File: src/rtl/xbar_router.sv
// xbar_router: per-source FIFOs feeding a round-robin crossbar to NUM_DST banks.
// Ports: clock, reset (sync, active-high), in_valid/in_index/in_data (per source),
// busy (backpressure), out_valid/out_index/out_data (per destination, registered).
// Option: define XBAR_DRAIN_BUSY_EN to hold busy high until the crossbar drains.
module xbar_router #(
  parameter int NUM_SRC    = 4,
  parameter int NUM_DST    = 4,
  parameter int INDEX_W    = 8,
  parameter int DATA_W     = 16,
  parameter int FIFO_DEPTH = 4
) (
  input  logic                       clock,
  input  logic                       reset,
  input  logic [NUM_SRC-1:0]         in_valid,
  input  logic [NUM_SRC*INDEX_W-1:0] in_index,
  input  logic [NUM_SRC*DATA_W-1:0]  in_data,
  output logic                       busy,
  output logic [NUM_DST-1:0]         out_valid,
  output logic [NUM_DST*INDEX_W-1:0] out_index,
  output logic [NUM_DST*DATA_W-1:0]  out_data
);

  localparam int AW = $clog2(FIFO_DEPTH);
  localparam int PW = AW + 1;
  localparam int DW = (NUM_DST > 1) ? $clog2(NUM_DST) : 1;
  localparam int SW = (NUM_SRC > 1) ? $clog2(NUM_SRC) : 1;

  logic [INDEX_W-1:0] mem_idx [NUM_SRC][FIFO_DEPTH];
  logic [DATA_W-1:0]  mem_dat [NUM_SRC][FIFO_DEPTH];
  logic [PW-1:0]      rd_ptr  [NUM_SRC];
  logic [PW-1:0]      wt_ptr  [NUM_SRC];
  logic [SW-1:0]      rr      [NUM_DST];

  logic [NUM_SRC-1:0] empty;
  logic [NUM_SRC-1:0] full;
  logic [NUM_SRC-1:0] pop;
  logic [NUM_SRC-1:0] wr;
  logic [NUM_DST-1:0] gnt;
  logic [SW-1:0]      gnt_src [NUM_DST];
  logic [INDEX_W-1:0] h_idx   [NUM_SRC];
  logic [DATA_W-1:0]  h_dat   [NUM_SRC];

  function automatic logic maps_to(
    input logic [INDEX_W-1:0] idx,
    input int                 d
  );
    if (NUM_DST == 1) return 1'b1;
    return idx[DW-1:0] == DW'(d);
  endfunction

  always_comb begin
    for (int s = 0; s < NUM_SRC; s++) begin
      empty[s] = rd_ptr[s] == wt_ptr[s];
      full[s]  = (rd_ptr[s][AW-1:0] == wt_ptr[s][AW-1:0]) &&
                 (rd_ptr[s][AW] != wt_ptr[s][AW]);
      h_idx[s] = mem_idx[s][rd_ptr[s][AW-1:0]];
      h_dat[s] = mem_dat[s][rd_ptr[s][AW-1:0]];
    end
  end

`ifdef XBAR_DRAIN_BUSY_EN
  assign busy = (|full) | (~&empty) | (|out_valid);
`else
  assign busy = |full;
`endif

  // A whole batch is either accepted or dropped.
  assign wr = busy ? '0 : in_valid;

  // Round-robin scan per bank; a head maps to one bank, so pops never collide.
  always_comb begin
    int c;
    c   = 0;
    gnt = '0;
    pop = '0;
    for (int d = 0; d < NUM_DST; d++) gnt_src[d] = '0;
    for (int d = 0; d < NUM_DST; d++) begin
      for (int k = 0; k < NUM_SRC; k++) begin
        c = int'(rr[d]) + k;
        if (c >= NUM_SRC) c = c - NUM_SRC;
        if (!gnt[d] && !empty[SW'(c)] && maps_to(h_idx[SW'(c)], d)) begin
          gnt[d]     = 1'b1;
          gnt_src[d] = SW'(c);
        end
      end
    end
    for (int d = 0; d < NUM_DST; d++) begin
      if (gnt[d]) pop[gnt_src[d]] = 1'b1;
    end
  end

  always_ff @(posedge clock) begin
    for (int s = 0; s < NUM_SRC; s++) begin
      if (!reset && wr[s]) begin
        mem_idx[s][wt_ptr[s][AW-1:0]] <= in_index[s*INDEX_W +: INDEX_W];
        mem_dat[s][wt_ptr[s][AW-1:0]] <= in_data[s*DATA_W +: DATA_W];
      end
    end
  end

  always_ff @(posedge clock) begin
    if (reset) begin
      for (int s = 0; s < NUM_SRC; s++) begin
        rd_ptr[s] <= '0;
        wt_ptr[s] <= '0;
      end
      for (int d = 0; d < NUM_DST; d++) rr[d] <= '0;
      out_valid <= '0;
      out_index <= '0;
      out_data  <= '0;
    end else begin
      for (int s = 0; s < NUM_SRC; s++) begin
        if (wr[s])  wt_ptr[s] <= wt_ptr[s] + PW'(1);
        if (pop[s]) rd_ptr[s] <= rd_ptr[s] + PW'(1);
      end
      for (int d = 0; d < NUM_DST; d++) begin
        out_valid[d] <= gnt[d];
        if (gnt[d]) begin
          out_index[d*INDEX_W +: INDEX_W] <= h_idx[gnt_src[d]];
          out_data[d*DATA_W +: DATA_W]    <= h_dat[gnt_src[d]];
          rr[d] <= (gnt_src[d] == SW'(NUM_SRC - 1)) ?
                   '0 : gnt_src[d] + SW'(1);
        end
      end
    end
  end

endmodule

File: config.mk
export PLATFORM = sky130hd
export DESIGN_NAME = xbar_router
export DESIGN_NICKNAME = d
export VERILOG_FILES = /design/src/rtl/xbar_router.sv
export SDC_FILE = /design/constraint.sdc
export NUM_CORES = 1
export LEC_CHECK = 0
export BUFFER_PORTS_ARGS = -buffer_cell sky130_fd_sc_hd__buf_2
export CORE_MARGIN = 2
export CORE_UTILIZATION = 47
export DETAILED_ROUTE_END_ITERATION = 7
export PLACE_DENSITY = 0.7
export SLEW_MARGIN = 20
export SYNTH_ARGS = -nofsm -noshare
export SYNTH_HDL_FRONTEND = slang
export SYNTH_SLANG_ARGS = --single-unit
File: constraint.sdc
create_clock -name clock -period 3.4 [get_ports clock]
set_clock_uncertainty 0.15 [all_clocks]
set_input_delay 0.51 -clock clock [delete_from_list [all_inputs] [get_ports clock]]
set_output_delay 0.51 -clock clock [all_outputs]
set_load 0.1 [all_outputs]
==> out/metrics.yaml <==
logic_synthesis:
  synth_edf_count: 416
  synth_fp_nets: 1456
  synth.cells.most_frequent: "edfxtp_1 (416), mux4_2 (118), mux2i_1 (110)"
  synthSimpleGateAreaFrac: 0.0382
  synth_seq_cells: 516
  synth_compound_area_frac: 0.0889
  synth_top_family_by_area: "multiplexers"
  netlist_area_um2: 22400
  synthArstFlopShare: 0
  synth_ff_type: "edfxtp_1"
  yosysMostFrequentCell: "edfxtp_1"
  synth-xor-area-share: 0.0133
  synth.largest_area_cell: "edfxtp_1"
  ys_top_cells_by_area: "edfxtp_1 (56%), mux4_2 (12%), dfxtp_1 (9.0%)"
  ys_warn_count: 0
  yosysSeqAreaShare: 0.648
  synth_cells: 1326
  syn_avg_cell_area_um2: 16.9
  synthAdderAreaFrac: 0.0157
  yosys.area.top_type_share: 0.559
  ys_types: 72
  synthMuxAreaShare: 0.170
global_routing:
  grt_pass1_vias: 14119
  grt_first_pass_wirelength_um: 88700
  overflow: 0
  track_usage: 0.242
  antenna_found_initial: 3
  grt_max_degree: 45
cells_and_area:
  area_growth_pct: 24.8
  diodes: 0
  stdcell_count: 2366
  nFillCells: 3562
  nNetsFinal: 1845
  drive_gt1_frac: 0.334
clock_network:
  worstSkewPairLatency_ns: 0.61
  tritoncts: "built"
  h-tree-depth: 2
  cts.sinks: 516
  path_clk_slew_ns: 0.06
  ctsLongestPathBuffers: 3
  numCtsBuffers: 53
  cts_root_buf: "clkbuf_16"
run_status:
  status: "complete, no violations"
placement:
  io_buffers: 202
  place_inst: 2150
  place.gp.congestion: 0.933
  hpwl_um: 41500
floorplanning:
  dieWidth_um: 222
  die_h_um: 222
  fp.dieArea_um2: 49300
  num_rows: 79
  coreArea_um2: 46800
  boundaryPins: 203
  initial_core_util: 0.478
timing:
  relSlewSlack: 0.510
  slew_viol_final: 0
  rsz0062_at_grt: "yes"
  finalCritPeriodShare: 0.986
  post-route-min-period_ns: 3.35
  hold_viol_final: 0
  fmax_ghz: 0.298
  setup_viol: 0
  worst_pin_slew_ns: 0.735
worst_setup_path:
  cp-start-kind: "flip-flop"
  critPathRequiredTime_ns: 3.74
  worst-setup-path-type: "flip-flop to flip-flop"
  critical_path.max_fanout: 14
  arrival_ns: 3.69
  max_stage_delay_ns: 0.62
  critPathBufInv: 3
  cp_slowest_cell: "mux4_2"
  path_delay_family: "multiplexers"
  endpoint_kind: "flip-flop"
  cp_cell_sequence: "mux4_2 > buf_4 > a311oi_4 > a21o_1 > a21oi_1 > o22a_2 > buf_12 > buf_4 > mux4_2 > a22o_1"
drt:
  vias: 14061
  vias_per_cell: 5.94
  routed_wirelength_um: 59800
  antenna_left: 0
  drc: 0
  routedWlPerCell_um: 25.3
  drt_iter0_drc: 1498
  dr.pass1.iters: 5
hold_path:
  worstHoldPathType: "input port to flip-flop"
job:
  cap_violations: 0
==> through the flow <==
step                cell area (um^2)  utilization  setup TNS, ns  hold WS [ns]  setup WS (ns)
global route                   27900        0.597         -0.769         0.164         -0.103
global placement               24800        0.531              0         0.262         0.0214
finish                         27900        0.597              0         0.158         0.0477
CTS                            27600        0.591              0         0.138        0.00834
detailed placement             24800        0.531         -0.640         0.273        -0.0821
floorplan                      22400            -              0         0.459         0.0476
==> per-layer routing <==
metal | up-vias | GRT usage | wire length [um]
met4 | 2 | 0.0865 | 2060
met3 | 105 | 0.0367 | 4080
li1 | 6200 | - | -
met1 | 7129 | 0.327 | 24400
met5 | - | 0 | 10
met2 | 625 | 0.400 | 29200
==> final timing paths <==
kind,startpoint,end,slack [ns],depth (start not counted)
worst max register to register,rd_ptr[0][0]$_SDFFCE_PN0P_,out_index[2]$_SDFFE_PP0N_,0.05,10
worst min register to register,out_index[9]$_SDFFE_PP0N_,out_index[9]$_SDFFE_PP0N_,0.28,2
worst max-delay path,rd_ptr[0][0]$_SDFFCE_PN0P_,out_index[2]$_SDFFE_PP0N_,0.05,10
worst min-delay path,in_valid[3],wt_ptr[3][1]$_SDFFCE_PN0P_,0.16,2
==> cell usage in the layout (no fill, tap or decap), types with 23 or more instances in the layout <==
cell type	n
buf_2	201
a2bb2oi_1	37
inv_1	23
buf_4	91
ha_1	27
buf_12	28
mux2i_1	110
edfxtp_1	416
dlygate4sd3_1	96
clkbuf_16	54
o21bai_1	23
a22o_1	25
nor3_1	24
dfxtp_1	100
mux4_2	118
nor2_1	33
o21ai_0	40
==> state kept, by name, summed over array words and instances, names as in the netlist <==
name / flops
rd_ptr: 12
out_index: 32
rr: 8
mem_dat: 256
mem_idx: 128
out_valid: 4
wt_ptr: 12
out_data: 64
==> cell families after synthesis <==
kind of cell | after synthesis
xor gates and xnor gates | 34
adders and majority gates | 28
DFF | 516
buffers and inverters | 117
and+or+nand+nor | 154
AOI/OAI and AO/OA | 247
muxes | 230
==> layout make-up <==
class                   instances  area, um^2  area share
clock buffers                  67        1430      0.0512
clock inverters                32         354      0.0127
inverters                      27         101     0.00363
multi-input cells             693        7440       0.267
flip-flops and latches        516       14500       0.520
well taps                     607         759      0.0272
repair buffers                424        3310       0.119
==> what timing repair did <==
item / CTS / global route
hold buffers: 96 / 0
cloned: 0 / 1
setup endpoints to repair: 16 / 58
hold endpoints to repair: 384 / 0
resized for setup: 1 / 27
setup buffers: 3 / 17
pin swaps: 1 / 6
Power is left out: the tool's default activity adds up to more than one toggle a clock period on the data nets, which glitch-free logic cannot reach.
